File: src/rtl/ex_hilo_muldiv.sv
// Execute-stage iterative multiply/divide unit owning the HI/LO registers.
// One radix-2 step per cycle; busy stalls the front end until HI/LO are valid.
module ex_hilo_muldiv #(
   parameter int unsigned WIDTH = 32,
   parameter int unsigned ITER  = 32   // must equal WIDTH
) (
   input  logic             clk,
   input  logic             rst,
   input  logic             start,
   input  logic [1:0]       op,
   input  logic [WIDTH-1:0] a,
   input  logic [WIDTH-1:0] b,
   input  logic             hi_we,
   input  logic             lo_we,
   input  logic             flush,
   output logic             busy,
   output logic             done,
   output logic [WIDTH-1:0] hi,
   output logic [WIDTH-1:0] lo
);

   localparam int unsigned CNT_W = (ITER > 1) ? $clog2(ITER) : 1;
   localparam int unsigned DW    = 2 * WIDTH;

   typedef enum logic [1:0] {
      S_IDLE   = 2'd0,
      S_CALC   = 2'd1,
      S_FINISH = 2'd2
   } state_e;

   state_e             state_q, state_d;
   logic [CNT_W-1:0]   cnt_q, cnt_d;
   logic [1:0]         op_q, op_d;
   logic [DW-1:0]      acc_q, acc_d;      // {hi/remainder, lo/multiplier/quotient}
   logic [WIDTH-1:0]   opb_q, opb_d;      // multiplicand or divisor magnitude
   logic [WIDTH-1:0]   a_raw_q, a_raw_d;
   logic               neg_q, neg_d;
   logic               sa_q, sa_d;
   logic               dz_q, dz_d;
   logic [WIDTH-1:0]   hi_q, hi_d;
   logic [WIDTH-1:0]   lo_q, lo_d;
   logic               done_q, done_d;

   logic               a_sgn, b_sgn;
   logic [WIDTH-1:0]   a_mag, b_mag;
   logic [WIDTH:0]     mul_sum;
   logic [DW-1:0]      mul_next;
   logic [WIDTH:0]     div_shift;
   logic [WIDTH:0]     div_diff;
   logic               div_ge;
   logic [DW-1:0]      div_next;
   logic [DW-1:0]      prod;
   logic [WIDTH-1:0]   quot, rem;

   // Operand sign/magnitude for the issue cycle; op[0]=1 selects unsigned
   always_comb begin
      a_sgn = ~op[0] & a[WIDTH-1];
      b_sgn = ~op[0] & b[WIDTH-1];
      a_mag = a_sgn ? WIDTH'(-a) : a;
      b_mag = b_sgn ? WIDTH'(-b) : b;
   end

   // Shift-add multiply step and restoring divide step on the shared accumulator
   always_comb begin
      mul_sum   = {1'b0, acc_q[DW-1:WIDTH]} + (acc_q[0] ? {1'b0, opb_q} : '0);
      mul_next  = {mul_sum, acc_q[WIDTH-1:1]};
      div_shift = {acc_q[DW-1:WIDTH], acc_q[WIDTH-1]};
      div_diff  = div_shift - {1'b0, opb_q};
      div_ge    = (div_shift >= {1'b0, opb_q});
      div_next  = {(div_ge ? div_diff[WIDTH-1:0] : div_shift[WIDTH-1:0]),
                   acc_q[WIDTH-2:0], div_ge};
   end

   // Sign correction of the finished magnitudes
   always_comb begin
      prod = (~op_q[0] & neg_q) ? DW'(-acc_q) : acc_q;
      quot = (~op_q[0] & neg_q) ? WIDTH'(-acc_q[WIDTH-1:0]) : acc_q[WIDTH-1:0];
      rem  = (~op_q[0] & sa_q)  ? WIDTH'(-acc_q[DW-1:WIDTH]) : acc_q[DW-1:WIDTH];
   end

   // Next-state and datapath update
   always_comb begin
      state_d = state_q;
      cnt_d   = cnt_q;
      op_d    = op_q;
      acc_d   = acc_q;
      opb_d   = opb_q;
      a_raw_d = a_raw_q;
      neg_d   = neg_q;
      sa_d    = sa_q;
      dz_d    = dz_q;
      hi_d    = hi_q;
      lo_d    = lo_q;
      done_d  = 1'b0;

      case (state_q)
         S_IDLE: begin
            if (start) begin
               if (!flush) begin
                  state_d = S_CALC;
                  cnt_d   = '0;
                  op_d    = op;
                  acc_d   = {{WIDTH{1'b0}}, a_mag};
                  opb_d   = b_mag;
                  a_raw_d = a;
                  neg_d   = a_sgn ^ b_sgn;
                  sa_d    = a_sgn;
                  dz_d    = (b == '0);
               end
            end else begin
               if (hi_we) hi_d = a;
               if (lo_we) lo_d = a;
            end
         end
         S_CALC: begin
            if (flush) begin
               state_d = S_IDLE;
            end else begin
               acc_d = op_q[1] ? div_next : mul_next;
               cnt_d = cnt_q + 1'b1;
               if (cnt_q == CNT_W'(ITER - 1)) state_d = S_FINISH;
            end
         end
         S_FINISH: begin
            state_d = S_IDLE;
            if (!flush) begin
               done_d = 1'b1;
               if (!op_q[1]) begin
                  hi_d = prod[DW-1:WIDTH];
                  lo_d = prod[WIDTH-1:0];
               end else if (dz_q) begin
                  hi_d = a_raw_q;
                  lo_d = '1;
               end else begin
                  hi_d = rem;
                  lo_d = quot;
               end
            end
         end
         default: state_d = S_IDLE;
      endcase
   end

   always_ff @(posedge clk or negedge rst) begin
      if (!rst) begin
         state_q <= S_IDLE;
         cnt_q   <= '0;
         op_q    <= '0;
         acc_q   <= '0;
         opb_q   <= '0;
         a_raw_q <= '0;
         neg_q   <= 1'b0;
         sa_q    <= 1'b0;
         dz_q    <= 1'b0;
         hi_q    <= '0;
         lo_q    <= '0;
         done_q  <= 1'b0;
      end else begin
         state_q <= state_d;
         cnt_q   <= cnt_d;
         op_q    <= op_d;
         acc_q   <= acc_d;
         opb_q   <= opb_d;
         a_raw_q <= a_raw_d;
         neg_q   <= neg_d;
         sa_q    <= sa_d;
         dz_q    <= dz_d;
         hi_q    <= hi_d;
         lo_q    <= lo_d;
         done_q  <= done_d;
      end
   end

   assign busy = (state_q != S_IDLE);
   assign done = done_q;
   assign hi   = hi_q;
   assign lo   = lo_q;

endmodule

File: config.mk
export PLATFORM = sky130hd
export DESIGN_NAME = ex_hilo_muldiv
export DESIGN_NICKNAME = d
export VERILOG_FILES = /design/src/rtl/ex_hilo_muldiv.sv
export SDC_FILE = /design/constraint.sdc
export NUM_CORES = 1
export LEC_CHECK = 0
export CAP_MARGIN = 20
export CELL_PAD_IN_SITES_DETAIL_PLACEMENT = 0
export CELL_PAD_IN_SITES_GLOBAL_PLACEMENT = 1
export CORE_MARGIN = 2
export CORE_UTILIZATION = 48
export DETAILED_ROUTE_END_ITERATION = 16
export GPL_TIMING_DRIVEN = 0
export PLACE_DENSITY = 0.84
export REMOVE_ABC_BUFFERS = 1
export SLEW_MARGIN = 25
export SYNTH_ARGS = -nofsm -noshare
export SYNTH_HDL_FRONTEND = slang
export SYNTH_SLANG_ARGS = --single-unit
File: constraint.sdc
create_clock -name clk -period 10.17 [get_ports clk]
set_input_delay 2.5425 -clock clk [delete_from_list [all_inputs] [get_ports clk]]
set_output_delay 2.5425 -clock clk [all_outputs]
set_load 0.02 [all_outputs]
==> results of run 1 <==
[metal layers]
| metal | wire [µm] | vias up |
|---|---|---|
| met3 | 2760 | 87 |
| met2 | 26500 | 490 |
| met4 | 1650 | 2 |
| met1 | 23800 | 7697 |
| li1 | - | 7892 |
| met5 | 13 | - |
[power breakdown]
group	total (mW)	switching, mW	internal, mW
sequential	1.44	0.378	1.06
clock	0.954	0.379	0.575
combinational	3.05	1.81	1.24
[worst max path at each step]
stage / startpoint / end / slack (ps) / depth (start not counted)
floorplan: start / acc_q[0] / 1970 / 3
global placement: start / acc_q[0] / -4240 / 4
detailed placement: a[3] / acc_q[30] / 4090 / 10
CTS: a[3] / acc_q[30] / 4650 / 10
global route: a[3] / acc_q[30] / 4390 / 10
finish: a[3] / acc_q[30] / 4650 / 10
[synth_stat cells, types with 7 or more instances]
cell type and count:
a21o_1 34, a22oi_1 18, o221ai_1 10, nand4_1 10, or3_1 16, a31oi_1 31, nor4_1 25, buf_1 13
nand2b_1 19, ha_1 70, o41ai_1 12, o211ai_1 22, nand2_1 331, dfrtp_1 205, nor2b_1 22, nor2_1 167
o21a_1 18, xnor2_1 91, nand3_1 33, a221oi_1 8, a211oi_1 23, and3_1 19, mux2i_1 38, xor2_1 72
buf_2 7, inv_1 68, a21oi_1 171, nor3_1 51, o21bai_1 11, o21ai_0 262, o31ai_1 19, or4_1 11
o22ai_1 41, clkbuf_1 127
[layout make-up]
cell class / instances / area [µm²]
inverter: 69 / 259
fill: 3279 / 14900
clock inverter: 6 / 73.8
timing repair buffer: 154 / 1790
tap: 455 / 569
sequential: 205 / 5130
clock buffer: 41 / 817
multi-input combinational: 1756 / 10700
[per-stage QoR]
step / std cells / area [µm²] / setup slack (ps)
floorplan: 2030 / 16000 / 1970
global placement: 2622 / 18000 / -4240
detailed placement: 2639 / 18500 / 4090
CTS: 2686 / 19400 / 4650
global route: 2686 / 19400 / 4390
finish: 2686 / 19400 / 4650
[state kept, by name, summed over array words and instances (netlist names)]
| register | count |
|---|---|
| a_raw_q | 32 |
| acc_q | 64 |
| cnt_q | 5 |
| done | 1 |
| dz_q | 1 |
| hi | 32 |
| lo | 32 |
| neg_q | 1 |
| op_q | 2 |
| opb_q | 32 |
| sa_q | 1 |
| state_q | 2 |
[worst max-delay path, delay by kind of cell]
kind            cells  cell delay [ps]
buf+inv             1              590
xor+xnor            1              160
compound gates      5              970
simple gates        3             1670
[cells by family after synthesis]
family | share of synthesized area (%)
and+or+nand+nor | 20.6
AOI/OAI and AO/OA | 26.7
buffers and inverters | 5.13
DFF | 30.9
xor gates and xnor gates | 8.59
adders and majority gates | 5.51
muxes | 2.63
==> results.md, run 1 <==
* Status: completed
* CTS tree: yes
* R2R cell count at 12
* Vias in the first global route at 15800
* MaxCap Viol Count at 0
* Clock Latency Late Sink at approximately 540 ps
* CP startpoint kind: input pin
* Main flop type after synthesis: dfrtp_1
* Antenna diodes at 0
* RSZ-0062 raised after global routing: false
* Sequential area share after synthesis at a little under a third
* Tot GR Track Use at a little under a third
* Post-CTS setup buffer count at 0
* Clk_skew at ~17 ps
* Per-cell routed wire length at approximately 20 µm
* Commonest non-fill, non-tap cell in the layout: nand2_1
* Pleak at ~8.4 nW
* Most frequent cells in the layout: nand2_1, o21ai_0, dfrtp_1, a21oi_1, nor2_1
* Synth top area cells: dfrtp_1, o21ai_0, nand2_1
* Final worst path period need at roughly 5500 ps
* Worst-margin pin slew at about 1100 ps
* Drt total wl at 54700 µm
* Tcrit/Tclk final at around 54%
* Via count at roughly 16000
* Hold buffer count at cts at 0
* Pin count of the biggest net entering global routing at 78
* Crit path largest cell delay at 680 ps
* GR Overflow Total at 0
* Initial Utilization at approximately half
* Leading area contributor after synthesis: dfrtp_1
* Sink of the worst hold path: a_raw_q[5]
* Worst vdd ir at approximately 0.00015 V
* CP Max Fanout at 7
* Final Max Slew Viols at 0
* Max-Slew Margin vs Limit at a little under a quarter
* Setup TNS at 0 ps
* Final core utilization at approximately 56%
* Post-synth EDFFs at 0
* Pwr Total at between 5 and 6 mW
* Reg2reg setup slack at ~5700 ps
* Total clock buffers created by CTS at 26
* Die area at 36100 µm²
* Fmax at approximately 180 MHz
* Synthesis-to-layout area growth at 16.6%
* Slowest cell on the critical path: nor4_1
* Cell Rows at 68
* TritonRoute pass-1 iters at 5
* # IOs at about 140
* HP Start: a_raw_q[5]
* Detail Placement HPWL at around 42000 µm
* Post-synth top area share at around 30%
* Met3 Usage GRT at 3.36%
* Yosys cell types at 77
* Crit Path Category: input pin to flip-flop
* Setup Viol. Count Final at 0
* Layout cells sized above 1 at approximately 4.8%
* Hold Fails Final Rpt at 0
* CTS-repair resized insts at 0
* Number of port buffers at 137
* Clock-pin slew on the worst setup and hold paths at ~70 ps
* Die width at about 190 µm
* Hold Path Class: flip-flop to flip-flop
* Max Buffers Root-to-Sink at 3
* Top Usage Layer GRT: met2
* RePlAce Congestion at around 0.92
* Antenna violations before repair at 1
* Detailed-route DRC error count at 0
* Met1 Use GR at ~39%
* Worst Setup End Kind: flip-flop
* Synth Register Bits at 205
* Nets at about 2400
* First-pass GRT wire length at ~87000 µm
* Die boundary height at about 190 µm
* Num Clock Sinks at ~210
* Drt initial violations at between 900 and 1000
* Yosys warning count at 0
* Worst hold stages at 2
* Via density per instance at approximately 6.0
* FF-to-FF End: acc_q[62]
* Worst hold slack at ~470 ps
* Pwr dens at between 200 and 300 nW/µm²
* CP cell instances: clkdlybuf4s50_1 > or4_1 > nor4_1 > and2_1 > a21o_1 > o21a_1 > o21ai_0 > xnor2_1 > a211oi_1 > a21oi_1
* Syn_area_per_cell at 7.62 µm²
* Arr. time, crit path at a little under 6000 ps
* Core area at 34300 µm²
* Syn Inst Count at about 2200
* CTS root buf: clkbuf_16
* Met2 Track Usage GR at between 50% and 60%
* Post-synth ARST share at 100%
* FF-to-FF Start: acc_q[0]
* Post-synthesis cell area at 16600 µm²
* CP required at 10570 ps
* H-tree Lvls at 1
* Number of nets with antenna violations after routing at 0
Note: power is estimated with default switching activity, not from simulation.
==> inputs of run 2 (changes only) <==
- CORE_UTILIZATION: 48 -> 44
- PLACE_DENSITY: 0.84 -> 0.77
- clock period: 10.17 -> 5.4 ns (I/O delays scaled with it)
==> run 2 against run 1 <==
- sequential share of layout area shrank 0.13 points
- power up 90%
- critical path depth grew 2
- critical path type is now flip-flop to flip-flop
- largest power group unchanged
- highest routed layer is now met4
==> results.md, run 2 (same netlist as run 1, synthesis figures left out) <==
* Via count at around 16000
* MaxCap Viol Count at 0
* Crit Path Category: flip-flop to flip-flop
* Vias in the first global route at roughly 16000
* Number of nets with antenna violations after routing at 0
* Die boundary height at 198 µm
* Detailed-route DRC error count at 0
* Pleak at around 8.4 nW
* H-tree Lvls at 1
* CTS-repair resized insts at 0
* Worst vdd ir at 0.000238 V
* Number of port buffers at around 140
* Layout cells sized above 1 at 4.93%
* Die area at roughly 39000 µm²
* CP required at roughly 6000 ps
* Inst Count DP at about 2700
* First-pass GRT wire length at roughly 88000 µm
* Critical Path Sink: acc_q[62]
* Initial Utilization at ~44%
* Reg with most FFs: acc_q
* Synthesis-to-layout area growth at 17.2%
* RSZ-0062 raised after global routing: false
* Nets at ~2400
* Final Max Slew Viols at 0
* Antenna diodes at 0
* Largest register FFs at 64
* Cell Rows at a little over 70
* Post-route insts no fill at 2744
* Worst Setup End Kind: flip-flop
* CP startpoint kind: flip-flop
* Max Buffers Root-to-Sink at 3
* Num Clock Sinks at 205
* Detail Placement HPWL at 42300 µm
* Commonest non-fill, non-tap cell in the layout: nand2_1
* CTS root buf: clkbuf_16
* CP cell instances: inv_2 > nor2_1 > ha_1 > a211oi_1 > nor2_1 > a2111oi_0 > o31a_1 > o41ai_1 > a2111oi_0 > o31ai_1 > xnor2_1 > a22oi_1
* GR Overflow Total at 0
* Antenna violations before repair at 0
* Hold Fails Final Rpt at 0
* Final Cell Area at about 19000 µm²
* Tot GR Track Use at 28.6%
* Tcrit/Tclk final at between 80% and 90%
* Pwr dens at 531 nW/µm²
* Dpl cell area at 18500 µm²
* Setup Viol. Count Final at 0
* CP Max Fanout at 32
* FF-to-FF End: acc_q[62]
* Crit path largest cell delay at between 800 and 900 ps
* Drt initial violations at about 1100
* Hold buffer count at cts at 0
* Drt total wl at 56000 µm
* Clock Latency Late Sink at ~560 ps
* Fill count at around 3700
* Final worst path period need at approximately 4500 ps
* Worst-margin pin slew at approximately 1100 ps
* CTS tree: yes
* Total clock buffers created by CTS at 27
* Hold Path Class: flip-flop to flip-flop
* Crit path from: acc_q[0]
* # IOs at around 140
* RePlAce Congestion at 0.898
* Core area at between 30000 and 40000 µm²
* Fmax at roughly 220 MHz
* Max-Slew Margin vs Limit at 28.1%
* Die width at a little under 200 µm
* Pin count of the biggest net entering global routing at 85
* Post-CTS setup buffer count at 0
* Clk_skew at about 14 ps
* Slowest cell on the critical path: a2111oi_0
* Setup TNS at 0 ps
* R2R cell count at 12
* Per-cell routed wire length at roughly 20 µm
* Pwr Total at 10.3 mW
* TritonRoute pass-1 iters at 5
* Most frequent cells in the layout: nand2_1, o21ai_0, dfrtp_1, a21oi_1, nor2_1
* Status: completed
* Reg2reg setup slack at between 800 and 900 ps
* Via density per instance at 5.87
* Clock-pin slew on the worst setup and hold paths at 60 ps
* Worst hold slack at 474 ps
* FF-to-FF Start: acc_q[0]
* Arr. time, crit path at about 5000 ps
==> run 2: layer usage <==
metal	global-route usage (%)	share of wire, %	vias up
met1	37.6	44	7652
li1	-	-	7898
met4	9.36	3.1	0
met2	49.1	48	458
met3	3.08	5.1	105
met5	0	0	-
==> run 2: cell type report <==
cell class              instances  area (µm²)  area share, %
multi-input cells            1756       10700           55.1
flip-flops and latches        205        5130           26.4
repair buffers                154        1780           9.14
clock buffers                  38         787           4.04
well taps                     511         639           3.28
inverters                      69         259           1.33
clock inverters                11         136          0.701
==> run 2: power breakdown <==
group / total [mW] / switching (mW) / leakage, nW / internal, mW
logic: 5.78 / 3.46 / 5.35 / 2.32
registers: 2.67 / 0.674 / 2.56 / 2.00
clock network: 1.88 / 0.733 / 0.458 / 1.15
total: 10.3 / 4.87 / 8.37 / 5.47
==> run 2: worst max-delay path: cells and delay by family, from the launching register on <==
kind	cells	cell delay [ps]
AOI/OAI and AO/OA	7	2790
buffers and inverters	1	490
DFF	1	470
and+or+nand+nor	2	260
adders and majority gates	1	270
xor gates and xnor gates	1	170
==> run 2: how the worst min path moves through the flow <==
stage / startpoint / endpoint / slack (ps) / cells after the start
floorplan: a_raw_q[10] / a_raw_q[10] / 440 / 2
global placement: a_raw_q[5] / a_raw_q[5] / 460 / 2
detailed placement: a_raw_q[20] / a_raw_q[20] / 460 / 2
CTS: a_raw_q[24] / a_raw_q[24] / 480 / 2
global route: a_raw_q[20] / a_raw_q[20] / 490 / 2
finish: opb_q[22] / opb_q[22] / 470 / 2
==> run 2: per-stage QoR <==
stage	utilization, %	setup WS, ps
finish	52.1	867
global route	52.1	494
CTS	52.0	578
detailed placement	49.6	481
global placement	48.2	-7670
floorplan	-	-1600
==> inputs of run 3 (changes only) <==
- CORE_UTILIZATION: 44 -> 40
- PLACE_DENSITY: 0.77 -> 0.74
- clock period: 5.4 -> 4 ns (I/O delays scaled with it)
==> run 3 against run 2 <==
- clock-buffer cell count up 2
- clock power is 38% higher
- sequential share of layout area fell by 0.17 points
- utilization down 4.1 points
- via count barely moved
==> results.md, run 3 (same netlist as run 1, synthesis figures left out) <==
* Clk_skew at just under 10 ps
* Reg with most FFs: acc_q
* Tot GR Track Use at a little over a quarter
* Fmax at around 260 MHz
* Initial Utilization at 40.6%
* Storage cell area at approximately 5000 µm²
* Worst vdd ir at approximately 0.00033 V
* Layout cells sized above 1 at 5.63%
* Pwr dens at 726 nW/µm²
* Arr. time, crit path at 4290 ps
* Largest register FFs at 64
* MaxCap Viol Count at 0
* Synthesis-to-layout area growth at 18.0%
* Detailed-route DRC error count at 0
* Num Clock Sinks at just over 200
* Hold Path Class: input pin to async pin
* H-tree Lvls at 1
* Die boundary height at 208 µm
* Most frequent cells in the layout: nand2_1, o21ai_0, dfrtp_1, a21oi_1, nor2_1
* Max-Slew Margin vs Limit at 31.3%
* Commonest non-fill, non-tap cell in the layout: nand2_1
* Total clock buffers created by CTS at 27
* Tcrit/Tclk final at between 90 and 100%
* Clock-pin slew on the worst setup and hold paths at roughly 60 ps
* Number of port buffers at approximately 140
* CTS root buf: clkbuf_16
* CTS tree: yes
* CP required at 4450 ps
* Hold buffer count at cts at 0
* Nets at 2362
* Max Buffers Root-to-Sink at 3
* Pleak at 8.39 nW
* Die width at roughly 210 µm
* Die area at 43200 µm²
* Number of nets with antenna violations after routing at 0
* Per-cell routed wire length at roughly 21 µm
* Status: completed
* Worst Setup End Kind: flip-flop
* Setup Viol. Count Final at 0
* Worst hold slack at 404 ps
* Clock Latency Late Sink at 570 ps
* Cell Rows at 74
* Hold Fails Final Rpt at 0
* Drt total wl at between 50000 and 60000 µm
* Pwr Total at around 14 mW
* Final worst path period need at slightly below 4000 ps
* Setup TNS at 0 ps
* Crit Path Category: flip-flop to flip-flop
* GR Overflow Total at 0
* TritonRoute pass-1 iters at 5
* Antenna violations before repair at 0
* Antenna diodes at 0
* Fill count at between 4000 and 5000
* # IOs at 138
* Final Max Slew Viols at 0
* Via count at approximately 16000
* Detail Placement HPWL at 43300 µm
* CP Max Fanout at 7
* Core area at 40900 µm²
* Pin count of the biggest net entering global routing at slightly below 80
* First-pass GRT wire length at between 90000 and 100000 µm
* CP startpoint kind: flip-flop
* Worst-margin pin slew at slightly above 1000 ps
* Multi-input gate area at 10800 µm²
* Vias in the first global route at approximately 15000
* Via density per instance at 5.82
* Drt initial violations at around 1000
* RePlAce Congestion at 0.897
* RSZ-0062 raised after global routing: false
run 3: cell count changes in the layout (fill, tap and decap cells not counted), sizes merged:
cell      before  now
buf           18   22
clkinv         8    5
clkbuf        38   40
clkinvlp       1    3
run 3: area by class of cell:
cell class,count,area share (%)
inverters,69,1.34
repair buffers,158,9.25
flip-flops and latches,205,26.2
multi-input cells,1756,55.0
repair inverters,1,0.0383
clock inverters,9,0.702
well taps,532,3.39
clock buffers,40,4.05
run 3: routing by layer:
| layer | vias up | GRT usage, % | part of all wire [%] |
|---|---|---|---|
| li1 | 7912 | - | - |
| met5 | - | 0 | 0 |
| met1 | 7689 | 34.8 | 45 |
| met2 | 432 | 44.1 | 47 |
| met3 | 87 | 3.40 | 4.9 |
| met4 | 0 | 8.88 | 3.7 |
run 3: final timing paths:
check / cells past startpoint / slack [ps] / to / startpoint
max in group asynchronous: 2 / 2750 / acc_q[34] / rst
hold reg to reg: 2 / 470 / lo[15] / lo[15]
hold / removal: 1 / 400 / lo[7] / rst
setup reg to reg: 9 / 150 / hi[21] / acc_q[16]
min in group clk: 2 / 470 / lo[15] / lo[15]
setup / recovery: 9 / 150 / hi[21] / acc_q[16]
run 3: repair_timing:
| item | in CTS | in global routing |
|---|---|---|
| gates cloned | 1 | 0 |
| buffers inserted | 4 | 0 |
| pin swaps | 1 | 0 |
| resized for setup | 8 | 13 |
| endpoints found under the setup margin | 37 | 15 |
run 3: per-stage QoR:
stage / area [µm²] / cells / setup slack, ps / util, %
after floorplan: 16000 / 2030 / -2650 / -
after global placement: 18100 / 2699 / -8770 / 44.1
after detailed placement: 18600 / 2716 / -802 / 45.4
after CTS: 19600 / 2770 / 18.4 / 47.8
after global routing: 19600 / 2770 / 13.5 / 47.9
final: 19600 / 2770 / 154 / 47.9
run 3: worst max-delay path, stage by stage (launching register included):
cell and delay (ps):
dfrtp_1 430, nor4_1 840, nand4b_2 310, nor3_4 640, and3_1 380, a21oi_1 240, a211oi_1 350, a31oi_1 70
o32ai_1 320, o21ai_0 120
run 3: where the power goes:
group,switching (mW),internal [mW]
registers,0.990,2.69
clock network,1.03,1.57
logic,4.72,3.24
total,6.74,7.50
